===== src/rtl/regfile_write_arbiter_pkg.sv =====
// Shared constants for the register-file write arbiter slice.
// Latency: n/a (constants and types only).
// Backpressure: n/a.
package regfile_write_arbiter_pkg;

  localparam int RF_DATA_W   = 32;
  localparam int RF_ADDR_W   = 5;
  localparam int RF_NUM_REGS = 32;
  localparam int RF_STALL_W  = 16;

  // Requester-select encoding, also used to remember the last winner.
  typedef logic req_sel_t;
  localparam req_sel_t REQ_A = 1'b0;
  localparam req_sel_t REQ_B = 1'b1;

endpackage


===== src/rtl/regfile_write_arbiter_if.sv =====
// Bundle of both requester handshakes, the register-file write port and status outputs.
// Latency: n/a (wiring only).
// Backpressure: requester side sees req_ready_x; the write port itself has no backpressure.
// Ports: master = requester/regfile side, slave = arbiter side.
interface regfile_write_arbiter_if
  import regfile_write_arbiter_pkg::*;
#(
  parameter int ADDR_W   = RF_ADDR_W,
  parameter int DATA_W   = RF_DATA_W,
  parameter int NUM_REGS = RF_NUM_REGS,
  parameter int STALL_W  = RF_STALL_W
) ();

  logic                req_valid_a;
  logic [ADDR_W-1:0]   req_addr_a;
  logic [DATA_W-1:0]   req_data_a;
  logic                req_ready_a;

  logic                req_valid_b;
  logic [ADDR_W-1:0]   req_addr_b;
  logic [DATA_W-1:0]   req_data_b;
  logic                req_ready_b;

  logic                write_enable;
  logic [ADDR_W-1:0]   write_address;
  logic [DATA_W-1:0]   write_data_in;

  logic [NUM_REGS-1:0] pending_mask;
  logic [STALL_W-1:0]  stall_count;

  modport master (
    output req_valid_a, req_addr_a, req_data_a,
    output req_valid_b, req_addr_b, req_data_b,
    input  req_ready_a, req_ready_b,
    input  write_enable, write_address, write_data_in,
    input  pending_mask, stall_count
  );

  modport slave (
    input  req_valid_a, req_addr_a, req_data_a,
    input  req_valid_b, req_addr_b, req_data_b,
    output req_ready_a, req_ready_b,
    output write_enable, write_address, write_data_in,
    output pending_mask, stall_count
  );

endinterface


===== src/rtl/regfile_write_arbiter_rr_arbiter2.sv =====
// Two-way round-robin arbiter over buffer occupancy, one-hot grant.
// Latency: combinational.
// Backpressure: none; a grant only appears for an asserted request.
// Ports: req_a/req_b request bits, last_grant previous winner, grant_a/grant_b one-hot grant.
module regfile_write_arbiter_rr_arbiter2
  import regfile_write_arbiter_pkg::*;
(
  input  logic     req_a,
  input  logic     req_b,
  input  req_sel_t last_grant,
  output logic     grant_a,
  output logic     grant_b
);

  // On a conflict the requester that did not win last time goes first.
  assign grant_a = req_a && (!req_b || (last_grant == REQ_B));
  assign grant_b = req_b && (!req_a || (last_grant == REQ_A));

endmodule


===== src/rtl/regfile_write_arbiter.sv =====
// Shares the single register-file write port between A (ALU) and B (load) writeback.
// Latency: transfer at edge N -> write_enable high after edge N+1.
// Backpressure: one-entry buffer per requester; req_ready_x = buffer empty or draining this cycle.
// Ports: clock/reset, bus (slave modport): requester handshakes, write port, pending_mask, stall_count.
module regfile_write_arbiter
  import regfile_write_arbiter_pkg::*;
#(
  parameter int DATA_W       = RF_DATA_W,
  parameter int ADDR_W       = RF_ADDR_W,
  parameter int NUM_REGS     = RF_NUM_REGS,
  parameter int DISCARD_ZERO = 1,
  parameter int STALL_W      = RF_STALL_W
) (
  input  logic                  clock,
  input  logic                  reset,
  regfile_write_arbiter_if.slave bus
);

  localparam bit DISCARD = (DISCARD_ZERO != 0);
  localparam logic [NUM_REGS-1:0] ONE = {{(NUM_REGS-1){1'b0}}, 1'b1};

  // Holding buffers
  logic              occ_a_q, occ_a_d;
  logic [ADDR_W-1:0] addr_a_q, addr_a_d;
  logic [DATA_W-1:0] data_a_q, data_a_d;
  logic              occ_b_q, occ_b_d;
  logic [ADDR_W-1:0] addr_b_q, addr_b_d;
  logic [DATA_W-1:0] data_b_q, data_b_d;

  // Output stage, arbitration history, stall counter
  logic              we_q, we_d;
  logic [ADDR_W-1:0] waddr_q, waddr_d;
  logic [DATA_W-1:0] wdata_q, wdata_d;
  req_sel_t          last_grant_q, last_grant_d;
  logic [STALL_W-1:0] stall_q, stall_d;

  logic grant_a, grant_b;
  logic ready_a, ready_b;
  logic xfer_a, xfer_b;
  logic keep_a, keep_b;
  logic stall_event;
  logic [NUM_REGS-1:0] pending;

  regfile_write_arbiter_rr_arbiter2 u_arb (
    .req_a      (occ_a_q),
    .req_b      (occ_b_q),
    .last_grant (last_grant_q),
    .grant_a    (grant_a),
    .grant_b    (grant_b)
  );

  // A buffer being drained this cycle can be refilled in the same cycle.
  assign ready_a = !occ_a_q || grant_a;
  assign ready_b = !occ_b_q || grant_b;
  assign xfer_a  = bus.req_valid_a && ready_a;
  assign xfer_b  = bus.req_valid_b && ready_b;

  // Writes to r0 complete the handshake but are never buffered.
  assign keep_a = xfer_a && !(DISCARD && (bus.req_addr_a == '0));
  assign keep_b = xfer_b && !(DISCARD && (bus.req_addr_b == '0));

  assign stall_event = (bus.req_valid_a && !ready_a) || (bus.req_valid_b && !ready_b);

  always_comb begin
    occ_a_d      = occ_a_q;
    addr_a_d     = addr_a_q;
    data_a_d     = data_a_q;
    occ_b_d      = occ_b_q;
    addr_b_d     = addr_b_q;
    data_b_d     = data_b_q;
    we_d         = 1'b0;
    waddr_d      = waddr_q;
    wdata_d      = wdata_q;
    last_grant_d = last_grant_q;
    stall_d      = stall_q;

    // Drain first so a same-cycle refill overrides the clear.
    if (grant_a) occ_a_d = 1'b0;
    if (grant_b) occ_b_d = 1'b0;
    if (keep_a) begin
      occ_a_d  = 1'b1;
      addr_a_d = bus.req_addr_a;
      data_a_d = bus.req_data_a;
    end
    if (keep_b) begin
      occ_b_d  = 1'b1;
      addr_b_d = bus.req_addr_b;
      data_b_d = bus.req_data_b;
    end

    if (grant_a) begin
      we_d         = 1'b1;
      waddr_d      = addr_a_q;
      wdata_d      = data_a_q;
      last_grant_d = REQ_A;
    end else if (grant_b) begin
      we_d         = 1'b1;
      waddr_d      = addr_b_q;
      wdata_d      = data_b_q;
      last_grant_d = REQ_B;
    end

    if (stall_event && (stall_q != {STALL_W{1'b1}})) begin
      stall_d = stall_q + STALL_W'(1);
    end
  end

  always_ff @(posedge clock or posedge reset) begin
    if (reset) begin
      occ_a_q      <= 1'b0;
      addr_a_q     <= '0;
      data_a_q     <= '0;
      occ_b_q      <= 1'b0;
      addr_b_q     <= '0;
      data_b_q     <= '0;
      we_q         <= 1'b0;
      waddr_q      <= '0;
      wdata_q      <= '0;
      last_grant_q <= REQ_B;
      stall_q      <= '0;
    end else begin
      occ_a_q      <= occ_a_d;
      addr_a_q     <= addr_a_d;
      data_a_q     <= data_a_d;
      occ_b_q      <= occ_b_d;
      addr_b_q     <= addr_b_d;
      data_b_q     <= data_b_d;
      we_q         <= we_d;
      waddr_q      <= waddr_d;
      wdata_q      <= wdata_d;
      last_grant_q <= last_grant_d;
      stall_q      <= stall_d;
    end
  end

  // Any write not yet committed to the register file, for hazard detection.
  always_comb begin
    pending = '0;
    if (occ_a_q) pending = pending | (ONE << addr_a_q);
    if (occ_b_q) pending = pending | (ONE << addr_b_q);
    if (we_q)    pending = pending | (ONE << waddr_q);
  end

  assign bus.req_ready_a   = ready_a;
  assign bus.req_ready_b   = ready_b;
  assign bus.write_enable  = we_q;
  assign bus.write_address = waddr_q;
  assign bus.write_data_in = wdata_q;
  assign bus.pending_mask  = pending;
  assign bus.stall_count   = stall_q;

endmodule


===== src/flat_wrapper.sv =====
// flat-port wrapper written by rule: the top's interface ports become plain ports
module regfile_write_arbiter_flat import regfile_write_arbiter_pkg::*;
#(
  parameter int DATA_W       = RF_DATA_W,
  parameter int ADDR_W       = RF_ADDR_W,
  parameter int NUM_REGS     = RF_NUM_REGS,
  parameter int DISCARD_ZERO = 1,
  parameter int STALL_W      = RF_STALL_W
)
  (clock, reset, bus_req_valid_a, bus_req_addr_a, bus_req_data_a, bus_req_valid_b, bus_req_addr_b, bus_req_data_b, bus_req_ready_a, bus_req_ready_b, bus_write_enable, bus_write_address, bus_write_data_in, bus_pending_mask, bus_stall_count);
  regfile_write_arbiter_if #(.ADDR_W(ADDR_W), .DATA_W(DATA_W), .NUM_REGS(NUM_REGS), .STALL_W(STALL_W)) bus_i ();
  input  logic clock;
  input  logic reset;
  input wire logic [$bits(bus_i.req_valid_a)-1:0] bus_req_valid_a;
  input wire logic [$bits(bus_i.req_addr_a)-1:0] bus_req_addr_a;
  input wire logic [$bits(bus_i.req_data_a)-1:0] bus_req_data_a;
  input wire logic [$bits(bus_i.req_valid_b)-1:0] bus_req_valid_b;
  input wire logic [$bits(bus_i.req_addr_b)-1:0] bus_req_addr_b;
  input wire logic [$bits(bus_i.req_data_b)-1:0] bus_req_data_b;
  output wire logic [$bits(bus_i.req_ready_a)-1:0] bus_req_ready_a;
  output wire logic [$bits(bus_i.req_ready_b)-1:0] bus_req_ready_b;
  output wire logic [$bits(bus_i.write_enable)-1:0] bus_write_enable;
  output wire logic [$bits(bus_i.write_address)-1:0] bus_write_address;
  output wire logic [$bits(bus_i.write_data_in)-1:0] bus_write_data_in;
  output wire logic [$bits(bus_i.pending_mask)-1:0] bus_pending_mask;
  output wire logic [$bits(bus_i.stall_count)-1:0] bus_stall_count;
  assign bus_i.req_valid_a = bus_req_valid_a;
  assign bus_i.req_addr_a = bus_req_addr_a;
  assign bus_i.req_data_a = bus_req_data_a;
  assign bus_i.req_valid_b = bus_req_valid_b;
  assign bus_i.req_addr_b = bus_req_addr_b;
  assign bus_i.req_data_b = bus_req_data_b;
  assign bus_req_ready_a = bus_i.req_ready_a;
  assign bus_req_ready_b = bus_i.req_ready_b;
  assign bus_write_enable = bus_i.write_enable;
  assign bus_write_address = bus_i.write_address;
  assign bus_write_data_in = bus_i.write_data_in;
  assign bus_pending_mask = bus_i.pending_mask;
  assign bus_stall_count = bus_i.stall_count;
  regfile_write_arbiter #(.DATA_W(DATA_W), .ADDR_W(ADDR_W), .NUM_REGS(NUM_REGS), .DISCARD_ZERO(DISCARD_ZERO), .STALL_W(STALL_W)) u_core (.clock(clock), .reset(reset), .bus(bus_i));
endmodule

===== config.mk =====
export PLATFORM = sky130hd
export DESIGN_NAME = regfile_write_arbiter_flat
export DESIGN_NICKNAME = d
export VERILOG_FILES = /design/src/rtl/regfile_write_arbiter_pkg.sv /design/src/rtl/regfile_write_arbiter_if.sv /design/src/rtl/regfile_write_arbiter_rr_arbiter2.sv /design/src/rtl/regfile_write_arbiter.sv /design/src/flat_wrapper.sv
export SDC_FILE = /design/constraint.sdc
export NUM_CORES = 1
export LEC_CHECK = 0
export CAP_MARGIN = 15
export CORE_AREA = 2 2 114 116
export CTS_BUF_LIST = sky130_fd_sc_hd__clkbuf_8
export DETAILED_ROUTE_END_ITERATION = 10
export DIE_AREA = 0 0 116 118
export PLACE_DENSITY = 0.81
export SLEW_MARGIN = 40
export SYNTH_ARGS = -nofsm -noshare
export SYNTH_HDL_FRONTEND = slang
export SYNTH_SLANG_ARGS = --single-unit

===== constraint.sdc =====
create_clock -name clock -period 4.85 [get_ports clock]
set_input_delay 0.7275 -clock clock [delete_from_list [all_inputs] [get_ports clock]]
set_output_delay 0.7275 -clock clock [all_outputs]
set_load 0.01 [all_outputs]

## Word-level counts from Yosys, hierarchy flattened

Cells that the tools add are included.

| word-level totals | value |
|---|---|
| register bits after elaboration | 131 |
| output and inout bits | 88 |
| input bits | 78 |
| logic and storage cells | 59 |

| cells by class | value |
|---|---|
| equal/unequal tests | 1 |
| reductions and logical operators | 25 |
| shift-type cells | 3 |
| add/sub/neg operators | 1 |
| bitwise gates (word level) | 3 |
| mux-type cells | 15 |

Operators by type and width:

| kind | count |
|---|---|
| $mux 32 | 5 |
| $shl 1x5->32 const A | 3 |
| $or 32x32->32 | 2 |
| $add 16x1->16 const B | 1 |
| $ne 16x16->1 const B | 1 |
| $logic_not 5->1 | 2 |
| $mux 5 | 2 |
| $logic_and 1x1->1 | 9 |
| $mux 1 | 8 |
| $logic_not 1->1 | 6 |
| $reduce_bool 2->1 | 3 |
| $logic_or 1x1->1 | 5 |
| $not 1->1 | 1 |

## Logic depth before layout (Yosys ltp)

| depth | value |
|---|---|
| depth after elaboration | 8 |
| depth in mapped cells | 7 |
| gate-level depth less buffers | 6 |

## Cells and area by module

From an unflattened synthesis, not the netlist that was laid out.

| unflattened totals | value |
|---|---|
| cells, all modules | 549 |
| area, all modules | 6313.6 um2 |

Modules (own cells, without submodules):

| module | instances | cells each | area each (um2) | seq. area each (um2) |
|---|---|---|---|---|
| regfile_write_arbiter | 1 | 546 | 6294.8 | 3279.4 |
| regfile_write_arbiter_rr_arbiter2 | 1 | 3 | 18.8 | 0.0 |

## Worst setup path before layout

No wires, ideal clock.

| timing | value |
|---|---|
| path kind | input port to flip-flop |
| start | input bus_req_addr_a[0] |
| end | register u_core.data_a_q[12] |
| required time | 4.723 ns |
| setup time | 0.127 ns |
| path buffers | 2 |
| setup slack | 2.684 ns |
| stages on the path | 5 |
| arrival | 2.039 ns |
| cell sequence | or4_1 > o211ai_2 > buf_6 > buf_6 > mux2_1 |

| between the ends | value |
|---|---|
| longest elaborated chain between the ends | 3 |

RTL lines:

| item | RTL line | RTL |
|---|---|---|
| start: declaration | flat_wrapper.sv:15 | `input wire logic [$bits(bus_i.req_addr_a)-1:0] bus_req_addr_a;` |
| $logic_not 5->1 | regfile_write_arbiter.sv:59 | `assign keep_a = xfer_a && !(DISCARD && (bus.req_addr_a == '0));` |
| $logic_not 1->1 | regfile_write_arbiter.sv:59 |  |
| $logic_and 1x1->1 | regfile_write_arbiter.sv:59 |  |
| end signal: assignment | regfile_write_arbiter.sv:124 | `data_a_q <= data_a_d;` |
| end: declaration | regfile_write_arbiter.sv:25 | `logic [DATA_W-1:0] data_a_q, data_a_d;` |

No other way between the ends.
A chain may end at the register's enable or synchronous reset.

## Worst setup path in the final report

| timing | value |
|---|---|
| start | register u_core.occ_a_q |
| end | output bus_pending_mask[10] |

| between the ends | value |
|---|---|
| longest elaborated chain between the ends | 5 |

RTL lines:

| item | RTL line | RTL |
|---|---|---|
| start: declaration | regfile_write_arbiter.sv:23 | `logic occ_a_q, occ_a_d;` |
| start signal: assignment | regfile_write_arbiter.sv:110 | `occ_a_q <= 1'b0;` |
| start signal: assignment | regfile_write_arbiter.sv:122 | `occ_a_q <= occ_a_d;` |
| $mux 32 (*) | regfile_write_arbiter.sv:139 | `if (occ_a_q) pending = pending \| (ONE << addr_a_q);` |
| $or 32x32->32 | regfile_write_arbiter.sv:140 | `if (occ_b_q) pending = pending \| (ONE << addr_b_q);` |
| $mux 32 (*) | regfile_write_arbiter.sv:140 |  |
| $or 32x32->32 | regfile_write_arbiter.sv:141 | `if (we_q) pending = pending \| (ONE << waddr_q);` |
| $mux 32 (*) | regfile_write_arbiter.sv:141 |  |
| end: declaration | flat_wrapper.sv:25 | `output wire logic [$bits(bus_i.pending_mask)-1:0] bus_pending_mask;` |

Every way passes the cells marked *; elsewhere a longest branch is shown, timed or not.

==> flow_metrics.py <==
metrics = {
    "status": {
        "outcome": "finished, final reports clean",
    },
    "timing": {
        "skew_ns": 0.0191,
        "layout_min_cycle_time_ns": 3.45,
        "rsz0062_at_grt": "false",
        "slew_violations": 0,
        "timing.final.hold_violations": 0,
        "fin_ws_ns": 1.40,
        "fin_crit_sh_pct": 71.2,
        "fmax_mhz": 290,
        "setup_tns_ns": 0,
        "setup_viol": 0,
        "relSlewSlack_pct": 50.4,
        "whs_ns": 0.476,
        "worstMarginPinSlew_ns": 0.744,
    },
    "yosys": {
        "netlist.area_leader.share_pct": 53.5,
        "postSynthAreaPerCell_um2": 11.1,
        "synth-edff-count": 0,
        "yosys.cell_types.count": 46,
        "synth_seq_cells": 131,
        "yosysTopAreaCell": "dfrtp_1",
        "syn_inst": 546,
        "yosys_warnings": 0,
        "synth_mux_area_share_pct": 14.0,
        "synth_nets": 625,
        "synth_flop_cell": "dfrtp_1",
        "synth_compound_area_share_pct": 11.8,
        "syn_area_mm2": 0.00608,
        "synthSimpleGateAreaFrac_pct": 14.6,
        "synth_top_family_by_area": "simple AND/OR/NAND/NOR gates",
        "yosys.area_share.adder_pct": 0.206,
        "ys_async_sr_fraction_pct": 100,
        "synth_seq_area_share_pct": 54.0,
        "synthTopCellsByArea": "dfrtp_1 (54%), mux2_2 (7.0%), a22oi_1 (6.7%)",
        "synthXorXnorAreaFrac_pct": 2.02,
    },
    "clock_network": {
        "cts-buffers-inserted": 17,
        "cts_sinks": 131,
        "clk_latency_ns": 0.45,
        "cts_tree": "built",
        "cts-root-buf": "clkbuf_8",
        "htreeDepth": 4,
        "post_cts_buffers": 0,
        "holdBufCountCts": 0,
        "postCtsResizedCells": 0,
        "cts_buffer_depth": 2,
        "path_clk_slew_ns": 0.07,
    },
    "drt": {
        "ant_nets": 0,
        "route.detailed.drc": 0,
        "vias": 5042,
        "dr.pass1.iters": 5,
        "viasPerCell": 5.66,
        "drtIter0Drc": 506,
        "routedWlPerCell_um": 18.5,
        "routed_wl_um": 16500,
    },
    "die": {
        "initial_utilization_pct": 49.0,
        "fp.dieW_um": 116,
        "die_h_um": 118,
        "die_area_mm2": 0.0137,
        "io_pins": 166,
        "rows": 41,
        "coreArea_mm2": 0.0124,
    },
    "critical_path": {
        "cp-start-kind": "register",
        "crit_fanout": 20,
        "arrival_ns": 2.72,
        "end_kind": "primary output",
        "crit_type": "reg -> out",
        "required_ns": 4.12,
    },
    "finish": {
        "finalNetCount": 785,
        "n_antenna_cell": 0,
        "final_cells": 891,
        "drive_gt1_share_pct": 12.5,
        "syn_to_final_growth_pct": 36.7,
    },
    "global_route": {
        "grt_max_degree": 61,
        "antenna_found_initial": 0,
        "grt_pass1_vias": 5148,
        "grt_pass1_wl_um": 26200,
        "grt-ovfl-total": 0,
        "grtUsageTotal_pct": 24.7,
    },
    "power_and_ir_drop": {
        "p_leak_uw": 0.00351,
        "power_density_mw_per_mm2": 539,
        "vdd_drop_max_mv": 0.322,
    },
    "place": {
        "placed_cells": 857,
        "gp_congestion": 0.934,
        "port_buffers": 165,
        "hpwl_um": 11700,
        "post-place-ws_ns": 1.50,
    },
    "run": {
        "max-cap-violations": 0,
    },
    "hold_path": {
        "hp-class": "reg -> reg",
    },
}
[sequential cells by signal, indices dropped and copies added (netlist names)]
name                      flops
u_core.bus.write_data_in     32
u_core.data_a_q              32
u_core.data_b_q              32
u_core.bus.stall_count       16
u_core.addr_a_q               5
u_core.addr_b_q               5
u_core.bus.write_address      5
u_core.bus.write_enable       1
u_core.last_grant_q           1
u_core.occ_a_q                1
u_core.occ_b_q                1
[kinds of logic after synthesis]
family                     after synthesis
AOI/OAI and AO/OA                       99
xor gates and xnor gates                14
adders and majority gates                1
buffers and inverters                   38
DFF                                    131
muxes                                   76
and+or+nand+nor                        187
[per-layer routing]
metal	wire length [µm]	vias up	global-route usage, %
met4	336	0	8.11
met3	1710	39	9.94
li1	-	2279	-
met1	6560	2454	30.5
met2	7880	270	39.3
met5	0	-	0
[synth_stat cells, types with 2 or more instances]
cell,number
dfrtp_1,130
nand2_1,104
a22oi_1,54
mux2_2,38
mux2_1,36
clkbuf_1,19
o21ai_0,19
nor2_1,16
nand3_1,12
nor3_1,10
and3_1,9
xnor2_1,9
nor3b_1,8
a21oi_1,7
a221o_1,6
buf_2,6
buf_6,6
xor2_1,5
and3b_1,4
inv_1,4
nand4_1,4
nor2b_1,4
nand2b_1,3
a31oi_1,2
a32o_1,2
a32oi_1,2
and2_1,2
buf_4,2
mux2i_1,2
nand3b_1,2
nand4b_1,2
o211ai_2,2
or4_1,2
[final cells by class]
class                           count  area [µm²]
Sequential cell                   131        3280
Multi-Input combinational cell    377        2640
Timing Repair Buffer              175        1770
Inverter                            4        17.5
Clock buffer                       18         248
Tap cell                          172         215
Clock inverter                     14         138
Fill cell                         989        4110
[where the power goes]
part	internal, µW	total [µW]	switching (µW)
combinational	909	1770	859
sequential	1450	1800	349
clock	467	913	445
total	2830	4480	1650
[final timing paths]
path,from,end,slack (ns),cells past startpoint
worst max-delay path,u_core.occ_a_q,bus_pending_mask[10],1.40,4
worst min-delay path,u_core.data_b_q[1],u_core.bus.write_data_in[1],0.48,2
worst max register to register,u_core.occ_a_q,u_core.data_a_q[18],2.32,5
worst min register to register,u_core.data_b_q[1],u_core.bus.write_data_in[1],0.48,2
max in group asynchronous,reset,u_core.data_a_q[3],3.08,3
min in group asynchronous,reset,u_core.bus.stall_count[0],0.76,2
[placed cells by master, fill, tap and decap left out, drive strengths merged, types with 5 or more instances in the layout]
| master | netlist | layout |
|---|---|---|
| clkdlybuf4s50 | 0 | 165 |
| mux2 | 74 | 74 |
| dfrtp | 130 | 130 |
| nand3 | 12 | 12 |
| inv | 4 | 9 |
| a22oi | 54 | 54 |
| o21ai | 20 | 20 |
| a21oi | 7 | 7 |
| clkinv | 0 | 5 |
| nor3b | 9 | 9 |
| xor2 | 5 | 5 |
| xnor2 | 9 | 9 |
| nand2 | 104 | 104 |
| nor2 | 16 | 16 |
| and3 | 9 | 9 |
| a221o | 6 | 6 |
| buf | 15 | 10 |
| nor3 | 10 | 10 |
| clkbuf | 19 | 18 |
[through the flow]
| stage | utilization [%] | total power (µW) | cell area (µm²) |
|---|---|---|---|
| after detailed placement | 63.6 | 3560 | 7890 |
| after CTS | 66.7 | 4490 | 8280 |
| after floorplan | - | 2670 | 6080 |
| after global routing | 66.9 | 4730 | 8310 |
| final | 66.9 | 4480 | 8310 |
| after global placement | 63.1 | 3440 | 7830 |
[worst max-delay path, stage by stage (launching register included)]
cell and delay [ns]:
dfrtp_1 0.81, nand2b_1 0.18, or3b_2 0.54, o21ai_0 0.18, clkdlybuf4s50_1 0.56
Power figures use the tool's default switching activity.
